<file path="src/rtl/hpu_pkg.sv">
// hpu_pkg: shared types for the ALU dispatch path and the checkpoint kill rule used by the issue queues
package hpu_pkg;
  localparam int ALU_IQ_INDEX = 3;
  typedef logic [5:0] phy_idx_t;
  typedef logic [2:0] ckpt_t;
  typedef enum logic {FLY = 1'b0, READY = 1'b1} sr_status_e;
  typedef struct packed {
    logic     en;
    phy_idx_t rdst_index;
  } awake_index_t;
  typedef struct packed {
    logic  en;
    ckpt_t ckpt;
  } update_ckpt_t;
  typedef struct packed {
    logic [31:0] pc;
    logic [3:0]  op;
    phy_idx_t    phy_rd_index;
    phy_idx_t    phy_rs1_index;
    phy_idx_t    phy_rs2_index;
    ckpt_t       ckpt;
  } alu_inst_t;
  // An instruction is younger than the recovery point when its checkpoint lies in [rcov, prefetch] circularly
  function automatic logic chk_ckpt(input ckpt_t c, input ckpt_t r, input ckpt_t p);
    return ckpt_t'(c - r) <= ckpt_t'(p - r);
  endfunction
endpackage

</file>
<file path="src/rtl/hpu_alu_disp_if.sv">
// hpu_alu_disp_if: ID-side, IQ-side, wakeup and recovery signals of the ALU dispatch stage
interface hpu_alu_disp_if;
  import hpu_pkg::*;
  logic                  flush_en_i;
  update_ckpt_t          ckpt_rcov_i;
  ckpt_t                 id__prefet_ckpt_i;
  alu_inst_t             id_disp__inst_i;
  sr_status_e            id_disp__rs1_ready_i;
  sr_status_e            id_disp__rs2_ready_i;
  logic                  id_disp__inst_vld_i;
  logic                  disp_id__inst_rdy_o;
  logic                  alu0_disp__inst_rdy_i;
  logic                  alu1_disp__inst_rdy_i;
  logic [ALU_IQ_INDEX:0] alu0_disp__left_size_i;
  logic [ALU_IQ_INDEX:0] alu1_disp__left_size_i;
  awake_index_t          alu0_iq__awake_i;
  awake_index_t          alu1_iq__awake_i;
  awake_index_t          mdu_iq__awake_i;
  awake_index_t          lsu_iq__awake_i;
  alu_inst_t             disp_alu__inst_o;
  sr_status_e            disp_alu__rs1_ready_o;
  sr_status_e            disp_alu__rs2_ready_o;
  logic                  disp_alu0__inst_vld_o;
  logic                  disp_alu1__inst_vld_o;
  logic [15:0]           disp__stall_cnt_o;
  modport slave (
    input  flush_en_i, ckpt_rcov_i, id__prefet_ckpt_i, id_disp__inst_i, id_disp__rs1_ready_i,
           id_disp__rs2_ready_i, id_disp__inst_vld_i, alu0_disp__inst_rdy_i, alu1_disp__inst_rdy_i,
           alu0_disp__left_size_i, alu1_disp__left_size_i, alu0_iq__awake_i, alu1_iq__awake_i,
           mdu_iq__awake_i, lsu_iq__awake_i,
    output disp_id__inst_rdy_o, disp_alu__inst_o, disp_alu__rs1_ready_o, disp_alu__rs2_ready_o,
           disp_alu0__inst_vld_o, disp_alu1__inst_vld_o, disp__stall_cnt_o
  );
  modport master (
    output flush_en_i, ckpt_rcov_i, id__prefet_ckpt_i, id_disp__inst_i, id_disp__rs1_ready_i,
           id_disp__rs2_ready_i, id_disp__inst_vld_i, alu0_disp__inst_rdy_i, alu1_disp__inst_rdy_i,
           alu0_disp__left_size_i, alu1_disp__left_size_i, alu0_iq__awake_i, alu1_iq__awake_i,
           mdu_iq__awake_i, lsu_iq__awake_i,
    input  disp_id__inst_rdy_o, disp_alu__inst_o, disp_alu__rs1_ready_o, disp_alu__rs2_ready_o,
           disp_alu0__inst_vld_o, disp_alu1__inst_vld_o, disp__stall_cnt_o
  );
endinterface

</file>
<file path="src/rtl/hpu_alu_disp.sv">
// hpu_alu_disp: two-entry age-ordered dispatch buffer steering ALU instructions to the emptier issue queue
module hpu_alu_disp
  import hpu_pkg::*;
(
  input logic           clk_i,
  input logic           rst_i,
  hpu_alu_disp_if.slave bus
);
  alu_inst_t          r_inst [2];
  sr_status_e         r_rs1 [2];
  sr_status_e         r_rs2 [2];
  logic [1:0]         r_vld;
  logic [1:0]         r_cnt;
  logic               r_rr;
  logic [15:0]        r_stall;
  awake_index_t [3:0] w_aw;
  logic               w_rdy0, w_rdy1, w_kill_any, w_tie, w_sel1, w_disp, w_enq, w_stall;
  logic [1:0]         w_kill;
  sr_status_e         w_in_rs1, w_in_rs2;
  sr_status_e         w_wk_rs1 [2];
  sr_status_e         w_wk_rs2 [2];
  alu_inst_t          w_n_inst [2];
  sr_status_e         w_n_rs1 [2];
  sr_status_e         w_n_rs2 [2];
  logic [1:0]         w_n_vld, w_n_cnt;

  function automatic sr_status_e wake(input sr_status_e s, input phy_idx_t idx, input awake_index_t [3:0] aw);
    logic hit;
    hit = 1'b0;
    for (int k = 0; k < 4; k++) hit = hit | (aw[k].en && aw[k].rdst_index == idx);
    return hit ? READY : s;
  endfunction

  assign w_aw       = {bus.lsu_iq__awake_i, bus.mdu_iq__awake_i, bus.alu1_iq__awake_i, bus.alu0_iq__awake_i};
  assign w_rdy0     = bus.alu0_disp__inst_rdy_i;
  assign w_rdy1     = bus.alu1_disp__inst_rdy_i;
  assign w_kill_any = bus.flush_en_i || bus.ckpt_rcov_i.en;
  assign w_tie      = w_rdy0 && w_rdy1 && bus.alu0_disp__left_size_i == bus.alu1_disp__left_size_i;
  assign w_sel1     = (w_rdy0 && w_rdy1) ? (w_tie ? r_rr : bus.alu1_disp__left_size_i > bus.alu0_disp__left_size_i) : w_rdy1;
  assign w_disp     = r_vld[0] && !w_kill_any && (w_rdy0 || w_rdy1);
  assign w_enq      = bus.id_disp__inst_vld_i && r_cnt != 2'd2 && !w_kill_any;
  assign w_stall    = r_vld[0] && !w_kill_any && !w_rdy0 && !w_rdy1 && r_stall != 16'hffff;
  assign w_in_rs1   = wake(bus.id_disp__rs1_ready_i, bus.id_disp__inst_i.phy_rs1_index, w_aw);
  assign w_in_rs2   = wake(bus.id_disp__rs2_ready_i, bus.id_disp__inst_i.phy_rs2_index, w_aw);

  assign bus.disp_id__inst_rdy_o   = r_cnt != 2'd2;
  assign bus.disp_alu__inst_o      = r_inst[0];
  assign bus.disp_alu__rs1_ready_o = r_rs1[0];
  assign bus.disp_alu__rs2_ready_o = r_rs2[0];
  assign bus.disp_alu0__inst_vld_o = w_disp && !w_sel1;
  assign bus.disp_alu1__inst_vld_o = w_disp && w_sel1;
  assign bus.disp__stall_cnt_o     = r_stall;

  always_comb begin
    for (int i = 0; i < 2; i++) begin
      w_kill[i]   = r_vld[i] && chk_ckpt(r_inst[i].ckpt, bus.ckpt_rcov_i.ckpt, bus.id__prefet_ckpt_i);
      w_wk_rs1[i] = r_vld[i] ? wake(r_rs1[i], r_inst[i].phy_rs1_index, w_aw) : r_rs1[i];
      w_wk_rs2[i] = r_vld[i] ? wake(r_rs2[i], r_inst[i].phy_rs2_index, w_aw) : r_rs2[i];
    end
    w_n_inst = r_inst;
    w_n_rs1  = w_wk_rs1;
    w_n_rs2  = w_wk_rs2;
    w_n_vld  = r_vld;
    w_n_cnt  = r_cnt;
    if (bus.flush_en_i) begin
      w_n_vld = '0;
      w_n_cnt = '0;
    end else if (bus.ckpt_rcov_i.en) begin
      // A killed head takes everything younger with it
      w_n_vld[0] = r_vld[0] && !w_kill[0];
      w_n_vld[1] = w_n_vld[0] && r_vld[1] && !w_kill[1];
      w_n_cnt    = {1'b0, w_n_vld[0]} + {1'b0, w_n_vld[1]};
    end else begin
      if (w_disp) begin
        w_n_inst[0] = r_inst[1];
        w_n_rs1[0]  = w_wk_rs1[1];
        w_n_rs2[0]  = w_wk_rs2[1];
        w_n_vld     = {1'b0, r_vld[1]};
        w_n_cnt     = r_cnt - 2'd1;
      end
      if (w_enq) begin
        w_n_inst[w_n_cnt[0]] = bus.id_disp__inst_i;
        w_n_rs1[w_n_cnt[0]]  = w_in_rs1;
        w_n_rs2[w_n_cnt[0]]  = w_in_rs2;
        w_n_vld[w_n_cnt[0]]  = 1'b1;
        w_n_cnt              = w_n_cnt + 2'd1;
      end
    end
  end

  always_ff @(posedge clk_i or posedge rst_i) begin
    if (rst_i) begin
      r_inst  <= '{default: '0};
      r_rs1   <= '{default: FLY};
      r_rs2   <= '{default: FLY};
      r_vld   <= '0;
      r_cnt   <= '0;
      r_rr    <= 1'b0;
      r_stall <= '0;
    end else begin
      r_inst <= w_n_inst;
      r_rs1  <= w_n_rs1;
      r_rs2  <= w_n_rs2;
      r_vld  <= w_n_vld;
      r_cnt  <= w_n_cnt;
      if (w_disp && w_tie) r_rr <= !r_rr;
      if (w_stall) r_stall <= r_stall + 16'd1;
    end
  end
endmodule

</file>
<file path="src/flat_wrapper.sv">
// flat-port wrapper written by rule: the top's interface ports become plain ports
module hpu_alu_disp_flat import hpu_pkg::*;
  (clk_i, rst_i, bus_flush_en_i, bus_ckpt_rcov_i, bus_id__prefet_ckpt_i, bus_id_disp__inst_i, bus_id_disp__rs1_ready_i, bus_id_disp__rs2_ready_i, bus_id_disp__inst_vld_i, bus_alu0_disp__inst_rdy_i, bus_alu1_disp__inst_rdy_i, bus_alu0_disp__left_size_i, bus_alu1_disp__left_size_i, bus_alu0_iq__awake_i, bus_alu1_iq__awake_i, bus_mdu_iq__awake_i, bus_lsu_iq__awake_i, bus_disp_id__inst_rdy_o, bus_disp_alu__inst_o, bus_disp_alu__rs1_ready_o, bus_disp_alu__rs2_ready_o, bus_disp_alu0__inst_vld_o, bus_disp_alu1__inst_vld_o, bus_disp__stall_cnt_o);
  hpu_alu_disp_if bus_i ();
  input logic clk_i;
  input logic rst_i;
  input wire logic [$bits(bus_i.flush_en_i)-1:0] bus_flush_en_i;
  input wire logic [$bits(bus_i.ckpt_rcov_i)-1:0] bus_ckpt_rcov_i;
  input wire logic [$bits(bus_i.id__prefet_ckpt_i)-1:0] bus_id__prefet_ckpt_i;
  input wire logic [$bits(bus_i.id_disp__inst_i)-1:0] bus_id_disp__inst_i;
  input wire logic [$bits(bus_i.id_disp__rs1_ready_i)-1:0] bus_id_disp__rs1_ready_i;
  input wire logic [$bits(bus_i.id_disp__rs2_ready_i)-1:0] bus_id_disp__rs2_ready_i;
  input wire logic [$bits(bus_i.id_disp__inst_vld_i)-1:0] bus_id_disp__inst_vld_i;
  input wire logic [$bits(bus_i.alu0_disp__inst_rdy_i)-1:0] bus_alu0_disp__inst_rdy_i;
  input wire logic [$bits(bus_i.alu1_disp__inst_rdy_i)-1:0] bus_alu1_disp__inst_rdy_i;
  input wire logic [$bits(bus_i.alu0_disp__left_size_i)-1:0] bus_alu0_disp__left_size_i;
  input wire logic [$bits(bus_i.alu1_disp__left_size_i)-1:0] bus_alu1_disp__left_size_i;
  input wire logic [$bits(bus_i.alu0_iq__awake_i)-1:0] bus_alu0_iq__awake_i;
  input wire logic [$bits(bus_i.alu1_iq__awake_i)-1:0] bus_alu1_iq__awake_i;
  input wire logic [$bits(bus_i.mdu_iq__awake_i)-1:0] bus_mdu_iq__awake_i;
  input wire logic [$bits(bus_i.lsu_iq__awake_i)-1:0] bus_lsu_iq__awake_i;
  output wire logic [$bits(bus_i.disp_id__inst_rdy_o)-1:0] bus_disp_id__inst_rdy_o;
  output wire logic [$bits(bus_i.disp_alu__inst_o)-1:0] bus_disp_alu__inst_o;
  output wire logic [$bits(bus_i.disp_alu__rs1_ready_o)-1:0] bus_disp_alu__rs1_ready_o;
  output wire logic [$bits(bus_i.disp_alu__rs2_ready_o)-1:0] bus_disp_alu__rs2_ready_o;
  output wire logic [$bits(bus_i.disp_alu0__inst_vld_o)-1:0] bus_disp_alu0__inst_vld_o;
  output wire logic [$bits(bus_i.disp_alu1__inst_vld_o)-1:0] bus_disp_alu1__inst_vld_o;
  output wire logic [$bits(bus_i.disp__stall_cnt_o)-1:0] bus_disp__stall_cnt_o;
  assign bus_i.flush_en_i = bus_flush_en_i;
  assign bus_i.ckpt_rcov_i = bus_ckpt_rcov_i;
  assign bus_i.id__prefet_ckpt_i = bus_id__prefet_ckpt_i;
  assign bus_i.id_disp__inst_i = bus_id_disp__inst_i;
  assign bus_i.id_disp__rs1_ready_i = bus_id_disp__rs1_ready_i;
  assign bus_i.id_disp__rs2_ready_i = bus_id_disp__rs2_ready_i;
  assign bus_i.id_disp__inst_vld_i = bus_id_disp__inst_vld_i;
  assign bus_i.alu0_disp__inst_rdy_i = bus_alu0_disp__inst_rdy_i;
  assign bus_i.alu1_disp__inst_rdy_i = bus_alu1_disp__inst_rdy_i;
  assign bus_i.alu0_disp__left_size_i = bus_alu0_disp__left_size_i;
  assign bus_i.alu1_disp__left_size_i = bus_alu1_disp__left_size_i;
  assign bus_i.alu0_iq__awake_i = bus_alu0_iq__awake_i;
  assign bus_i.alu1_iq__awake_i = bus_alu1_iq__awake_i;
  assign bus_i.mdu_iq__awake_i = bus_mdu_iq__awake_i;
  assign bus_i.lsu_iq__awake_i = bus_lsu_iq__awake_i;
  assign bus_disp_id__inst_rdy_o = bus_i.disp_id__inst_rdy_o;
  assign bus_disp_alu__inst_o = bus_i.disp_alu__inst_o;
  assign bus_disp_alu__rs1_ready_o = bus_i.disp_alu__rs1_ready_o;
  assign bus_disp_alu__rs2_ready_o = bus_i.disp_alu__rs2_ready_o;
  assign bus_disp_alu0__inst_vld_o = bus_i.disp_alu0__inst_vld_o;
  assign bus_disp_alu1__inst_vld_o = bus_i.disp_alu1__inst_vld_o;
  assign bus_disp__stall_cnt_o = bus_i.disp__stall_cnt_o;
  hpu_alu_disp u_core (.clk_i(clk_i), .rst_i(rst_i), .bus(bus_i));
endmodule
</file>
<file path="config.mk">
export PLATFORM = sky130hd
export DESIGN_NAME = hpu_alu_disp_flat
export DESIGN_NICKNAME = d
export VERILOG_FILES = /design/src/rtl/hpu_pkg.sv /design/src/rtl/hpu_alu_disp_if.sv /design/src/rtl/hpu_alu_disp.sv /design/src/flat_wrapper.sv
export SDC_FILE = /design/constraint.sdc
export NUM_CORES = 1
export LEC_CHECK = 0
export ABC_AREA = 1
export BUFFER_PORTS_ARGS = -buffer_cell sky130_fd_sc_hd__clkbuf_2
export CELL_PAD_IN_SITES_DETAIL_PLACEMENT = 1
export CELL_PAD_IN_SITES_GLOBAL_PLACEMENT = 1
export CORE_MARGIN = 2
export CORE_UTILIZATION = 40
export DETAILED_ROUTE_END_ITERATION = 8
export PLACE_DENSITY = 0.83
export SLEW_MARGIN = 20
export SYNTH_ARGS = -nofsm -noshare
export SYNTH_HDL_FRONTEND = slang
export SYNTH_SLANG_ARGS = --single-unit
</file>
<file path="constraint.sdc">
create_clock -name clk_i -period 6.1 [get_ports clk_i]
set_input_delay 1.22 -clock clk_i [delete_from_list [all_inputs] [get_ports clk_i]]
set_output_delay 1.22 -clock clk_i [all_outputs]
set_load 0.05 [all_outputs]
</file>
==> results.cfg <==
[run_status]
status = complete, no violations

[die]
die_width_um = 156
start_util = 0.409
core_area_um2 = 22700
ios = 186
row_count = 55
dieArea_um2 = 24500
die_h_um = 156

[logic_synthesis]
ys_seq_elements = 139
synth_top_area_cell = dfrtp_1
syn_area_um2 = 9300
synth_edf_count = 0
yosys-top-cells-area = dfrtp_1 37%, nand2_1 19%, buf_4 5.2%
avgSynthCellArea_um2 = 6.90
synth_top_area_frac = 0.374
synth_nets = 1470
netlist_instances = 1347
synth-seq-area-share = 0.374
synth_cell_types = 37
ys_warn_count = 0
synth_top_flop_cell = dfrtp_1
synthArstFlopShare = 1.00

[worst_setup_path]
critPathBufInv = 5
critPathSlowestCell = buf_4
cp.required_ns = 4.88
rr_startpoint = u_core.r_vld[0]
start_kind = input port
crit_chain = clkbuf_2, nor2_4, nand2_2, nor2_4, buf_4, inv_2, buf_4, nor2_1, clkbuf_2
r2r_end = u_core.bus.disp_alu__inst_o[50]
crit_fanout = 63
critPathArrivalTime_ns = 3.13
r2r_setup_slack_ns = 2.90
r2r_cells = 10
cpPeakStageDelay_ns = 0.48
cp_top_family = buffers and inverters
critPathCaptureType = primary output
critical_path_class = input port to primary output
path_depth = 9

[route]
drc = 0
postRouteWirelength_um = 33700
ant_nets = 0
dr.pass1.iters = 5
routed_via_density = 5.53
dr_total_vias = 9558
drt_iter0_markers = 572
wl_per_cell_um = 19.5

[global_route]
grt_max_degree = 97
met3_usage = 0.0681
busiest_layer = met2
grt_use_met1 = 0.366
grt_pass1_wl_um = 52900
antenna_found_initial = 1
grt_pass1_vias = 9817
overflow = 0
gr-usage-all-layers = 0.280
use_met2 = 0.437

[sta]
slew_headroom = 0.311
tns_ns = 0
fmax_mhz = 230
skew_ns = 0.0103
rsz0062_at_grt = no
finalCritPeriodShare = 0.713
period_minus_slack_ns = 4.35
worst_pin_slew_ns = 1.03
finalSetupViolCount = 0
drv_slew = 0
whs_ns = 0.467
finalWorstSetupSlack_ns = 1.75
finalHoldViolations = 0

[power_and_ir_drop]
p_leak_nw = 5.33
power_density_nw_per_um2 = 340
vdd_drop_max_mv = 0.196
finalPower_mw = 3.57

[final_layout]
drive_gt1_frac = 0.164
layout.cells.non_filler = 1727
layout_commonest_cell = nand2_1
layout.nets = 1551
postLayoutCoreUtil = 0.462
fin_area_um2 = 10500
nFillCells = 2978
areaGrowthSynthToFinish_pct = 12.7
final_cell_mix = 474 x nand2_1, 185 x clkbuf_2, 139 x dfrtp_1, 112 x inv_1, 97 x nor2_1

[clock_tree]
post-cts-setup-buffer-count = 0
cts_tree = built
cts_max_path_buffers = 2
numCtsBuffers = 17
cts-hold-fix-buffers = 0
cts-root-buf = clkbuf_16
clock_latency_ns = 0.43
cts_sinks = 139
htree_levels = 4
clkSlewWorstSetupHoldPaths_ns = 0.06
cts_resized = 0

[placement]
place_ws_ns = 1.74
io_buffers = 185
place_area_um2 = 9890
dp_cells = 1694
dp_hpwl_um = 23300
place_congestion = 0.973

[worst_hold_path]
whs_endpoint = u_core.r_rr
min_path_type = flop to flop
min_from = u_core.r_rr
whs_path_depth = 1

[job]
maxCapViolCount = 0
cell type report:
| type | instances | area (um^2) | area share |
|---|---|---|---|
| multi-input cells | 961 | 4630 | 0.442 |
| flip-flops and latches | 139 | 3480 | 0.332 |
| repair buffers | 192 | 978 | 0.0933 |
| inverters | 117 | 444 | 0.0424 |
| clock buffers | 17 | 425 | 0.0406 |
| well taps | 285 | 357 | 0.0340 |
| clock inverters | 15 | 168 | 0.0160 |
| diodes | 1 | 2.50 | 0.000239 |
cell families after synthesis:
family	count (synthesis)	synth area share
AND/OR/NAND/NOR	685	0.299
flip-flops	139	0.374
buffers and inverters	247	0.128
AO/OA/AOI/OAI	215	0.133
XOR/XNOR	46	0.0433
adder cells (fa/ha/maj)	15	0.0226
cell usage after synthesis (14+ instances only):
cell	instances
a21oi_1	33
a31oi_1	45
a32oi_1	14
buf_4	65
clkbuf_1	55
dfrtp_1	139
inv_1	113
nand2_1	474
nand3_1	27
nand4_1	17
nor2_1	97
nor3_1	54
o21ai_0	83
o21ai_1	14
o22ai_1	15
xnor2_1	30
xor2_1	16
how the worst max path moves through the flow:
stage,from,slack [ns],end
2_1_floorplan,rst_i,1.16,async pin
3_3_place_gp,bus_ckpt_rcov_i[3],1.82,bus_disp_alu0__inst_vld_o
3_5_place_dp,bus_ckpt_rcov_i[3],1.74,bus_disp_alu1__inst_vld_o
4_1_cts,bus_ckpt_rcov_i[3],1.74,bus_disp_alu1__inst_vld_o
5_1_grt,bus_ckpt_rcov_i[3],1.62,bus_disp_alu0__inst_vld_o
6_report,bus_ckpt_rcov_i[3],1.75,bus_disp_alu0__inst_vld_o
where the power goes:
part           internal [mW]  total (mW)  switching, mW
combinational          0.346        1.17          0.828
sequential              1.13        1.34          0.207
clock                  0.583        1.06          0.475
per-layer routing:
layer / up-vias / part of all wire
li1: 4455 / -
met1: 4598 / 0.42
met2: 403 / 0.46
met3: 102 / 0.083
met4: 0 / 0.039
met5: - / 0
Power figures use the tool's default switching activity.
